`src/rtl/race_control_multi.sv`:
```
// N-player race controller: sequences draws over one shared
// draw-engine handshake, owns lanes/progress, declares a winner.
module race_control_multi #(
  parameter int N_PLAYERS = 2,
  parameter int PW        = 3,
  parameter int NUM_LANES = 5,
  parameter int LANE_W    = 3,
  parameter int PROG_W    = 8,
  parameter int RACE_LEN  = 200
) (
  input  logic                         clock,
  input  logic                         resetn,
  input  logic                         start,
  input  logic [N_PLAYERS-1:0]         straight,
  input  logic [N_PLAYERS-1:0]         left,
  input  logic [N_PLAYERS-1:0]         right,
  input  logic                         oneframe,
  input  logic                         draw_done,
  output logic                         draw_req,
  output logic [2:0]                   draw_op,
  output logic [PW-1:0]                draw_player,
  output logic [N_PLAYERS*LANE_W-1:0]  lane_out,
  output logic [N_PLAYERS*PROG_W-1:0]  progress_out,
  output logic [PW-1:0]                winner,
  output logic                         winner_valid,
  output logic                         racing,
  output logic                         resetsignal
);

  typedef enum logic [3:0] {
    S_RESET, S_MENU, S_MENU_WAIT, S_START,
    S_BG, S_CAR, S_CHECK, S_WAIT,
    S_CLEAR, S_UPDATE, S_WIN, S_WIN_HOLD
  } state_t;

  localparam logic [2:0] OP_MENU  = 3'd0;
  localparam logic [2:0] OP_BG    = 3'd1;
  localparam logic [2:0] OP_CAR   = 3'd2;
  localparam logic [2:0] OP_CLEAR = 3'd3;
  localparam logic [2:0] OP_WIN   = 3'd4;

  localparam logic [PW-1:0]     LAST = PW'(N_PLAYERS - 1);
  localparam logic [LANE_W-1:0] MID  = LANE_W'(NUM_LANES / 2);
  localparam logic [LANE_W-1:0] MAXL = LANE_W'(NUM_LANES - 1);
  localparam logic [PROG_W-1:0] GOAL = PROG_W'(RACE_LEN);

  state_t              state, state_n;
  logic [PW-1:0]       p, p_n;
  logic                done;
  logic                hit;
  logic [PW-1:0]       hit_idx;
  logic                req_n;
  logic [2:0]          op_n;
  logic [PW-1:0]       pl_n;
  logic                racing_n;

  logic [N_PLAYERS-1:0] prev_l, prev_r;
  logic [N_PLAYERS-1:0] pend_l, pend_r;
  logic [N_PLAYERS-1:0] rise_l, rise_r;
  logic [LANE_W-1:0]    lane_q [N_PLAYERS];
  logic [PROG_W-1:0]    prog_q [N_PLAYERS];

  // A completion only counts while a request is actually up.
  assign done   = draw_done & draw_req;
  assign rise_l = left & ~prev_l;
  assign rise_r = right & ~prev_r;

  // Lowest-indexed player sitting on the finish value wins ties.
  always_comb begin
    hit     = 1'b0;
    hit_idx = '0;
    for (int i = N_PLAYERS - 1; i >= 0; i--) begin
      if (prog_q[i] == GOAL) begin
        hit     = 1'b1;
        hit_idx = PW'(i);
      end
    end
  end

  // Next-state and player-index sequencing.
  always_comb begin
    state_n = state;
    p_n     = p;
    unique case (state)
      S_RESET:     state_n = S_MENU;
      S_MENU:      if (done) state_n = S_MENU_WAIT;
      S_MENU_WAIT: if (start) state_n = S_START;
      S_START:     state_n = S_BG;
      S_BG: begin
        if (done) begin
          state_n = S_CAR;
          p_n     = '0;
        end
      end
      S_CAR: begin
        if (done) begin
          if (p == LAST) state_n = S_CHECK;
          else           p_n = p + PW'(1);
        end
      end
      S_CHECK:     state_n = hit ? S_WIN : S_WAIT;
      S_WAIT: begin
        if (!start) begin
          state_n = S_RESET;
        end else if (oneframe) begin
          state_n = S_CLEAR;
          p_n     = '0;
        end
      end
      S_CLEAR: begin
        if (done) begin
          if (p == LAST) state_n = S_UPDATE;
          else           p_n = p + PW'(1);
        end
      end
      S_UPDATE: begin
        state_n = S_CAR;
        p_n     = '0;
      end
      S_WIN:       if (done) state_n = S_WIN_HOLD;
      S_WIN_HOLD:  if (!start) state_n = S_RESET;
      default:     state_n = S_RESET;
    endcase
  end

  // Moore output decode of the upcoming state, registered below.
  always_comb begin
    req_n = 1'b0;
    op_n  = OP_MENU;
    pl_n  = '0;
    unique case (state_n)
      S_MENU: begin
        req_n = 1'b1;
        op_n  = OP_MENU;
      end
      S_BG: begin
        req_n = 1'b1;
        op_n  = OP_BG;
      end
      S_CAR: begin
        req_n = 1'b1;
        op_n  = OP_CAR;
        pl_n  = p_n;
      end
      S_CLEAR: begin
        req_n = 1'b1;
        op_n  = OP_CLEAR;
        pl_n  = p_n;
      end
      S_WIN: begin
        req_n = 1'b1;
        op_n  = OP_WIN;
      end
      default: ;
    endcase
    racing_n = state_n inside
      {S_BG, S_CAR, S_WAIT, S_CLEAR, S_UPDATE};
  end

  // FSM state, registered outputs and winner latch.
  always_ff @(posedge clock or negedge resetn) begin
    if (!resetn) begin
      state        <= S_RESET;
      p            <= '0;
      draw_req     <= 1'b0;
      draw_op      <= OP_MENU;
      draw_player  <= '0;
      racing       <= 1'b0;
      resetsignal  <= 1'b1;
      winner       <= '0;
      winner_valid <= 1'b0;
    end else begin
      state       <= state_n;
      p           <= p_n;
      draw_req    <= req_n;
      draw_op     <= op_n;
      draw_player <= pl_n;
      racing      <= racing_n;
      resetsignal <= (state_n == S_RESET);
      if (state_n == S_RESET) begin
        winner       <= '0;
        winner_valid <= 1'b0;
      end else if (state == S_START) begin
        winner_valid <= 1'b0;
      end else if (state == S_CHECK && hit) begin
        winner       <= hit_idx;
        winner_valid <= 1'b1;
      end
    end
  end

  // Button edge capture; a new edge beats the per-frame clear.
  always_ff @(posedge clock or negedge resetn) begin
    if (!resetn) begin
      prev_l <= '0;
      prev_r <= '0;
      pend_l <= '0;
      pend_r <= '0;
    end else begin
      prev_l <= left;
      prev_r <= right;
      if (state == S_START || state == S_UPDATE) begin
        pend_l <= rise_l;
        pend_r <= rise_r;
      end else begin
        pend_l <= pend_l | rise_l;
        pend_r <= pend_r | rise_r;
      end
    end
  end

  // Per-player lane and progress, all updated in parallel.
  always_ff @(posedge clock or negedge resetn) begin
    if (!resetn) begin
      for (int i = 0; i < N_PLAYERS; i++) begin
        lane_q[i] <= MID;
        prog_q[i] <= '0;
      end
    end else if (state == S_START) begin
      for (int i = 0; i < N_PLAYERS; i++) begin
        lane_q[i] <= MID;
        prog_q[i] <= '0;
      end
    end else if (state == S_UPDATE) begin
      for (int i = 0; i < N_PLAYERS; i++) begin
        if (pend_l[i] && !pend_r[i] && lane_q[i] != '0)
          lane_q[i] <= lane_q[i] - LANE_W'(1);
        else if (pend_r[i] && !pend_l[i] && lane_q[i] != MAXL)
          lane_q[i] <= lane_q[i] + LANE_W'(1);
        if (straight[i] && prog_q[i] != GOAL)
          prog_q[i] <= prog_q[i] + PROG_W'(1);
      end
    end
  end

  // Flatten per-player state, player 0 in the LSBs.
  always_comb begin
    lane_out     = '0;
    progress_out = '0;
    for (int i = 0; i < N_PLAYERS; i++) begin
      lane_out[i*LANE_W +: LANE_W]     = lane_q[i];
      progress_out[i*PROG_W +: PROG_W] = prog_q[i];
    end
  end

endmodule

```
`config.mk`:
```
export PLATFORM = sky130hd
export DESIGN_NAME = race_control_multi
export DESIGN_NICKNAME = d
export VERILOG_FILES = /design/src/rtl/race_control_multi.sv
export SDC_FILE = /design/constraint.sdc
export NUM_CORES = 1
export LEC_CHECK = 0
export ABC_CLOCK_PERIOD_IN_PS = 3280
export BUFFER_PORTS_ARGS = -buffer_cell sky130_fd_sc_hd__buf_2
export CORE_ASPECT_RATIO = 0.6
export CORE_MARGIN = 1
export CORE_UTILIZATION = 40
export CTS_CLUSTER_SIZE = 30
export DETAILED_ROUTE_END_ITERATION = 16
export GPL_ROUTABILITY_DRIVEN = 0
export PLACE_DENSITY = 0.59
export SETUP_SLACK_MARGIN = 0.1
export SLEW_MARGIN = 10
export SYNTH_ARGS = -nofsm -noshare
export SYNTH_HDL_FRONTEND = slang
export SYNTH_SLANG_ARGS = --single-unit
```
`constraint.sdc`:
```
create_clock -name clock -period 3.28 [get_ports clock]
set_input_delay 0.164 -clock clock [delete_from_list [all_inputs] [get_ports clock]]
set_output_delay 0.164 -clock clock [all_outputs]
set_load 0.02 [all_outputs]
```
Word-level counts from Yosys, hierarchy flattened --
Index checks and enable logic that the tools add are counted.
Storage, ports and cells: output and inout port bits 35, register bits 50, logic and storage cells 137, input port bits 11
Operators by class: bitwise gates (word level) 7, equality and inequality tests 26, reduce and logical (&&, ||, !) cells 36, multiplexer cells 44, add/subtract/negate cells 7
Operators with widths (number):
- $mux 4 | 12
- $pmux 4 s12 | 1
- $mux 3 | 13
- $mux 16 | 2
- $eq 4x3->1 const B | 7
- $eq 4x4->1 const B | 7
- $pmux 3 s4 | 2
- $add 8x1->8 const B | 2
- $eq 8x8->1 const B | 2
- $mux 8 | 2
- $ne 8x8->1 const B | 2
- $reduce_bool 3->1 | 5
- $mux 6 | 2
- $logic_and 1x1->1 | 11
- $reduce_and 2->1 | 5
- $add 3x1->3 const B | 3
- $eq 4x1->1 const B | 2
- $eq 4x2->1 const B | 2
- $logic_not 4->1 | 2
- $mux 1 | 8
- $reduce_bool 2->1 | 4
- $ne 3x3->1 const B | 2
- $sub 3x1->3 const B | 2
- $reduce_bool 5->1 | 1
- 11 further kinds | 19

Longest topological paths before layout --
Gate-level depths: netlist of run 1.
word-level depth 8, depth in mapped cells 8, mapped depth without buffers 8

Least setup slack after synthesis of run 1 --
Ideal clock, no wire load.
path kind register to register, from reg lane_q (netlist bit lane_out[4]), to reg lane_q (netlist bit lane_out[5]), library setup time 0.132 ns, path buffers 0, period minus slack after synthesis 2.059 ns, stages on the path, launching flop included 9, arrival 1.927 ns, path slack 1.221 ns, required time 3.148 ns, path through dfstp_2 -> nor3_1 -> nor2_1 -> inv_1 -> fa_1 -> or3_1 -> o2111ai_1 -> xor2_1 -> nor2_1
Between the ends: cells in the longest elaborated chain, start to end 5, elaborated cells between the ends (all ways) 12, classes of those cells 2 x add/sub; 1 x eq/ne; 4 x mux; 5 x reduce/logical
Ends and longest elaborated chain:
- from (decl) | RTL line 60 | logic [LANE_W-1:0] lane_q [N_PLAYERS];
- from (signal, indexed assignment) | RTL line 227 | lane_q[i] <= lane_q[i] - LANE_W'(1);
- from (signal, indexed assignment) | RTL line 229 | lane_q[i] <= lane_q[i] + LANE_W'(1);
- $add 3x1->3 / $reduce_bool 3->1 (equally long branches) | RTL line 229, 226
- $mux 3 / $logic_and 1x1->1 (equally long branches) | RTL line 228, 226
- $mux 3 | RTL line 226 | if (pend_l[i] && !pend_r[i] && lane_q[i] != '0)
- $mux 6 | RTL line 224 | end else if (state == S_UPDATE) begin
- $mux 6 | RTL line 219 | end else if (state == S_START) begin
Parallel ways exist; a longest one is shown, timed or not. The select of a mux whose other input is x is not followed. A chain may end at the register's enable or synchronous reset.

Worst setup path in the final report of run 1 --
from reg state[1], to reg prog_q (netlist bit progress_out[15])
Between the ends: cells in the longest elaborated chain, start to end 3, elaborated cells between the ends (all ways) 6, classes of those cells 2 x eq/ne; 1 x mux; 3 x reduce/logical
Ends and longest elaborated chain:
- from (decl) | RTL line 47 | state_t state, state_n;
- from (signal assigned) | RTL line 173 | state <= state_n;
- $eq 4x2->1 / $eq 4x4->1 (equally long branches) | RTL line 219, 224
- $reduce_bool 2->1 (no line)
- $reduce_and 2->1 (no line)
- to (signal, indexed assignment) | RTL line 231 | prog_q[i] <= prog_q[i] + PROG_W'(1);
- to (decl) | RTL line 61 | logic [PROG_W-1:0] prog_q [N_PLAYERS];
Parallel ways exist; a longest one is shown, timed or not.

==> key figures, run 1 <==
Clocking
  • CTS buffer count: 5
  • Post-CTS Setup Bufs: 0
  • CTS Sinks: 48
  • Reg clk slew, reported paths: approximately 0.090 ns
  • Clock latency on the worst-skew pair: 0.30 ns
  • Clock Path Buffers: 2
  • CTS tree: yes
  • Clock root cell: clkbuf_8
  • H-tree depth: 2

STA
  • Fin. Hold Viols: 0
  • Setup TNS: 0 ns
  • Final Skew: 0.009678 ns
  • RSZ-0062 raised after global routing: no
  • Max-slew violation count: 0
  • Final period util: ~67%
  • Max Clk Rate: around 450 MHz
  • Final Setup Violations: 0
  • Slew HR: around 48%
  • Final Critical Period: roughly 2.2 ns
  • Tightest Pin Transition: ~0.78 ns

Synth
  • Post-synth ARST share: 100.0%
  • Number of synthesized flops with an enable pin: 0
  • Register area share after synthesis: between 40% and 50%
  • Post-synthesis cell count: around 280
  • Top cells by count, synth: dfrtp_1 (45), nor2_1 (28), inv_1 (22)
  • Post-synth cell types: between 50 and 60
  • Post-synth top area cell: dfrtp_1
  • Syn Area/Cell: between 9 and 10 µm²
  • Share of Yosys cell area claimed by the top area cell type: 42.71%
  • Synthesized cell area: about 0.0026 mm²
  • Top_reg_cell synth: dfrtp_1
  • Synth area leaders: dfrtp_1 (43%), nor2_1 (4.0%), xor2_1 (4.0%), inv_1 (3.1%), dfstp_2 (3.0%)
  • Number of synthesized register bits: 48
  • Ys Warns: 0
  • Count leader, synth: dfrtp_1

Layout
  • Share of post-route cells with drive strength above 1: between 10% and 20%
  • Final nets: 340
  • End-of-flow core utilization: 48.70%
  • Final non-filler cell total: between 400 and 500
  • # diodes: 0
  • Layout area overhead: 15.42%

GRT
  • Met1 usage: a little under 30%
  • Met2 Use GR: roughly 23%
  • Met3 Use GR: under 10%
  • First-pass GRT wire length: about 9.6 mm
  • Gr usage total: 17.99%
  • Grt peak-use layer: met1
  • Number of global-route vias before repair: around 1.9k
  • Initial antenna violation count: 0
  • Largest net degree at the start of global routing: 33
  • Remaining Overflow, GRT: 0

Run status
  • Run status: completed

Route
  • DR vias/cell: 5.180
  • Vias: roughly 2.1k
  • Routed Antenna Nets: 0
  • Post-Route WL: ~5.8 mm
  • WL/cell: between 10 and 15 µm
  • Number of remaining DRC errors: 0
  • First-pass DRT Iterations: 4
  • Iteration-0 DRC Markers: 103

Setup path
  • Worst Path Required: ~3.5 ns
  • Worst path slowest cell: dfrtp_1
  • Crit path launch: state[1]
  • CP peak stage delay: 0.59 ns
  • Crit start category: flop
  • Data arrival, critical path: approximately 2.5 ns
  • Worst setup EP type: flop
  • Worst r2r src: state[1]
  • Worst setup path class: flop to flop
  • CP Cell Sequence: and4bb_2, and4_1, nand4_1, or4_1, nand2_1
  • Critical path peak fanout: 21

Hold path
  • Hold path start: straight[1]
  • Worst hold path class: input port to flop

Floorplanning
  • DIE HEIGHT: between 60 and 70 µm
  • Ports: 46
  • Rows: 22
  • Initial core utilization: between 40% and 50%
  • Core area: between 0.006 and 0.007 mm²
  • Die ar.: about 0.0069 mm²
  • Die width: 106.8 µm

Run
  • Max-Cap Viols: 0

Pwr
  • Max VDD drop: around 0.37 mV
  • Pwr dens: around 700 mW/mm²
  • Leak: 1.493 nW

Placement
  • Placed wire-length estimate: about 4.2 mm
  • Placed cells: ~400
  • I/O Buffers: between 40 and 50
## cell usage in the layout, fill, tap and decap left out, types with 3 or more instances in the layout
cell type,netlist,final
buf_2,7,43
nor2b_1,6,6
nand3b_1,3,3
or3_1,4,4
xnor2_1,7,7
a21oi_1,10,10
o311a_1,3,3
nand3_1,11,11
nor3_1,12,12
dfstp_2,3,3
inv_1,22,22
dfrtp_1,45,45
nor3b_1,3,3
o21ai_0,10,10
nand2b_1,7,7
xor2_1,12,12
nand2_1,16,16
o211ai_1,4,4
dlygate4sd3_1,0,5
ha_1,6,6
o22ai_1,3,3
nor2_1,28,28
a21o_1,3,3
clkbuf_8,0,6
nand4_1,6,6
o22a_1,3,3
## path summary, 6_finish.rpt
check	end	slack, ns	cells past startpoint
worst max-delay path	progress_out[15]	1.07	5
worst min-delay path	progress_out[10]	0.28	4
worst max register to register	progress_out[15]	1.07	5
worst min register to register	pend_r[1]	0.42	1
max in group asynchronous	resetsignal	2.07	3
min in group asynchronous	draw_player[2]	0.45	2
## report_power, final
part	leakage, nW	internal [mW]	switching (mW)
clock	0.0484	0.173	0.203
combinational	0.829	0.339	0.534
sequential	0.616	0.720	0.159
## kinds of logic after synthesis
logic type | share of synthesized area [%]
buf+inv | 5.790
xor+xnor | 6.312
other cells | 0.1422
compound gates | 13.38
simple gates | 23.54
flops | 45.70
mux | 0.7594
fa+ha+maj | 4.366
## critical path, delay by kind of cell, from the launching register on
family           cells  cell delay (ns)
AND/OR/NAND/NOR      5             1.57
flip-flops           1             0.59
## metal layers
| metal | vias to the layer above | wire [µm] |
|---|---|---|
| met4 | 0 | 23 |
| li1 | 1059 | - |
| met2 | 59 | 2158 |
| met1 | 983 | 3251 |
| met3 | 2 | 377 |
| met5 | - | 0 |
## stage by stage
step                      hold WS (ns)  total power [mW]  setup WS (ns)  area (µm²)
after floorplan                -0.1316             1.533          1.221        2640
after global placement          0.2699             1.744          1.134        2898
after detailed placement        0.2750             1.752          1.086        2898
after CTS                       0.2788             2.145          1.063        3043
after global routing            0.2898             2.302         0.8974        3043
final                           0.2796             2.128          1.067        3043
## layout make-up
| cell class | count | area [µm²] |
|---|---|---|
| clock buffers | 7 | 86.33 |
| clock inverters | 1 | 8.758 |
| fillers | 595 | 3206 |
| inverters | 22 | 82.58 |
| multi-input cells | 195 | 1282 |
| flip-flops and latches | 48 | 1205 |
| well taps | 84 | 105.1 |
| repair buffers | 49 | 272.8 |
## what timing repair did
action / 4_1_cts / 5_1_grt
hold buffers: 5 / 0
gates resized for setup: 0 / 0
endpoints found under the hold margin: 33 / 0
## flip-flops by register name (all words and copies together), names as in the netlist, 3 cells and up
signal        cells
draw_op           3
draw_player       3
lane_out          6
p                 3
progress_out     16
state             4
No activity file was read; power rests on OpenSTA's default activity.
==> run 2: changes to the inputs <==
--- a/config.mk
+++ b/config.mk
@@ -5,7 +5,7 @@
 export SDC_FILE = /design/constraint.sdc
 export NUM_CORES = 1
 export LEC_CHECK = 0
-export ABC_CLOCK_PERIOD_IN_PS = 3280
+export ABC_CLOCK_PERIOD_IN_PS = 2000
 export BUFFER_PORTS_ARGS = -buffer_cell sky130_fd_sc_hd__buf_2
 export CORE_ASPECT_RATIO = 0.6
 export CORE_MARGIN = 1
@@ -13,7 +13,7 @@
 export CTS_CLUSTER_SIZE = 30
 export DETAILED_ROUTE_END_ITERATION = 16
 export GPL_ROUTABILITY_DRIVEN = 0
-export PLACE_DENSITY = 0.59
+export PLACE_DENSITY = 0.62
 export SETUP_SLACK_MARGIN = 0.1
 export SLEW_MARGIN = 10
 export SYNTH_ARGS = -nofsm -noshare
==> constraint.sdc (replaced) <==
create_clock -name clock -period 2 [get_ports clock]
set_input_delay 0.1 -clock clock [delete_from_list [all_inputs] [get_ports clock]]
set_output_delay 0.1 -clock clock [all_outputs]
set_load 0.02 [all_outputs]
==> run 2 against run 1 <==
Die area unchanged. Non-clock buffer count grew 20. Core utilization up 3.9 points. Worst hold slack worse by 0.073 ns. Setup slack lost 0.95 ns. Clock-buffer cell count decreased by 1. Fmax increased by 17%. Cell count is 4.7% higher.
==> key figures, run 2 (same netlist as run 1, synthesis figures left out) <==
Run status
  • Run status: completed

STA
  • Fin. Hold Viols: 0
  • Setup TNS: 0 ns
  • Tightest Pin Transition: around 0.56 ns
  • Final period util: 94.38%
  • Max Clk Rate: 529.8 MHz
  • Slew HR: between 60 and 70%
  • Final Skew: between 0.004 and 0.005 ns
  • Final Setup Violations: 0
  • Max-slew violation count: 0
  • RSZ-0062 raised after global routing: yes
  • Final Critical Period: 1.888 ns

Setup path
  • Crit path launch: lane_out[4]
  • CP Cell Sequence: nor3_2, nor2_2, inv_1, fa_2, or3_1, o2111ai_2, xor2_1, nor2_1
  • Data arrival, critical path: ~2.1 ns
  • Worst setup path class: flop to flop
  • Worst setup EP type: flop
  • Worst Path Required: roughly 2.2 ns
  • Crit start category: flop
  • Worst path slowest cell: dfstp_2
  • CP peak stage delay: 0.56 ns
  • Critical path peak fanout: 4
  • Worst r2r src: lane_out[4]

Layout
  • Commonest cells after routing, fill and taps aside: buf_2 (44), dfrtp_1 (40), nor2_1 (27), inv_1 (22), buf_4 (18)
  • Share of post-route cells with drive strength above 1: 30.21%
  • Largest register FFs: 16
  • Commonest non-fill, non-tap cell in the layout: buf_2
  • # diodes: 0
  • Layout area overhead: 24.58%
  • Final nets: 360

GRT
  • Remaining Overflow, GRT: 0
  • Largest net degree at the start of global routing: 27
  • Number of global-route vias before repair: between 1.5k and 2k
  • First-pass GRT wire length: about 10 mm
  • Gr usage total: 19.89%
  • Initial antenna violation count: 0

Route
  • Post-Route WL: 6.519 mm
  • DR vias/cell: between 5 and 6
  • Vias: around 2.2k
  • Iteration-0 DRC Markers: 195
  • Number of remaining DRC errors: 0
  • Routed Antenna Nets: 0
  • WL/cell: 15.34 µm
  • First-pass DRT Iterations: 4

Hold path
  • Worst hold path class: input port to flop
  • Hold path start: straight[1]

Floorplanning
  • Ports: 46
  • Die width: 106.8 µm
  • Die ar.: approximately 0.0069 mm²
  • Initial core utilization: between 40 and 50%
  • Rows: 22
  • Core area: roughly 0.0062 mm²
  • DIE HEIGHT: approximately 65 µm

Clocking
  • Reg clk slew, reported paths: around 0.090 ns
  • CTS Sinks: 48
  • Clock root cell: clkbuf_8
  • Clock latency on the worst-skew pair: between 0.2 and 0.3 ns
  • H-tree depth: 2
  • Clock Path Buffers: 2
  • CTS buffer count: 5
  • CTS tree: yes

Pwr
  • Leak: about 1.6 nW
  • Pwr dens: ~1200 mW/mm²
  • Total chip power: a little under 4 mW
  • Max VDD drop: ~0.64 mV

Placement
  • I/O Buffers: 43
  • Placed wire-length estimate: approximately 4.6 mm

Run
  • Max-Cap Viols: 0
==> run 2: cell type report <==
cell class                      count  area [µm²]
Clock buffer                        6       82.58
Clock inverter                      1       8.758
Fill cell                         583        2964
Inverter                           22       82.58
Multi-Input combinational cell    195        1358
Sequential cell                    48        1211
Tap cell                           84       105.1
Timing Repair Buffer               69       436.7
==> run 2: metal layers <==
metal / up-vias / global-route usage, % / wire length [µm]
met5: - / 0 / 0
met4: 0 / 3.596 / 29
met3: 2 / 4.326 / 439
met2: 63 / 25.56 / 2602
met1: 1064 / 32.95 / 3447
li1: 1084 / - / -
==> run 2: path summary, 6_finish.rpt <==
check | end | slack, ns | depth (start not counted)
worst min register to register | pend_l[0] | 0.42 | 1
min in group asynchronous | draw_player[2] | 0.32 | 2
worst max-delay path | lane_out[5] | 0.11 | 8
worst max register to register | lane_out[5] | 0.11 | 8
max in group asynchronous | lane_out[4] | 1.07 | 3
worst min-delay path | progress_out[10] | 0.21 | 4
==> run 2: through the flow <==
stage | hold slack, ns | cells | cell area, µm² | utilization, % | setup slack (ns)
after global routing | 0.2595 | 425 | 3284 | 52.56 | 0.03316
after floorplan | -0.1956 | 278 | 2654 | - | 0.07044
after global placement | 0.1289 | 404 | 3007 | 48.12 | 0.08647
after CTS | 0.1908 | 416 | 3154 | 50.48 | 0.1064
after detailed placement | 0.1272 | 404 | 3007 | 48.12 | 0.07544
final | 0.2068 | 425 | 3284 | 52.56 | 0.1123
==> run 2: worst max-delay path, delay by kind of cell, from the launching register on <==
kind | cells | cell delay [ns]
adder cells (fa/ha/maj) | 1 | 0.33
XOR/XNOR | 1 | 0.16
buffers and inverters | 1 | 0.07
flip-flops | 1 | 0.56
AND/OR/NAND/NOR | 4 | 0.59
AO/OA/AOI/OAI | 1 | 0.08
==> run 2: report_power, final <==
part	leakage (nW)	switching, mW	total (mW)	internal, mW
combinational	0.948	1.11	1.88	0.778
sequential	0.609	0.182	1.37	1.19
clock	0.0473	0.318	0.594	0.276
total	1.60	1.61	3.85	2.24
==> run 2: what timing repair did <==
action	in CTS	in global routing
endpoints found under the hold margin	25	0
gates resized for setup	2	19
pin swaps	3	12
setup buffers	0	9
hold buffers	5	0
endpoints found under the setup margin	4	15
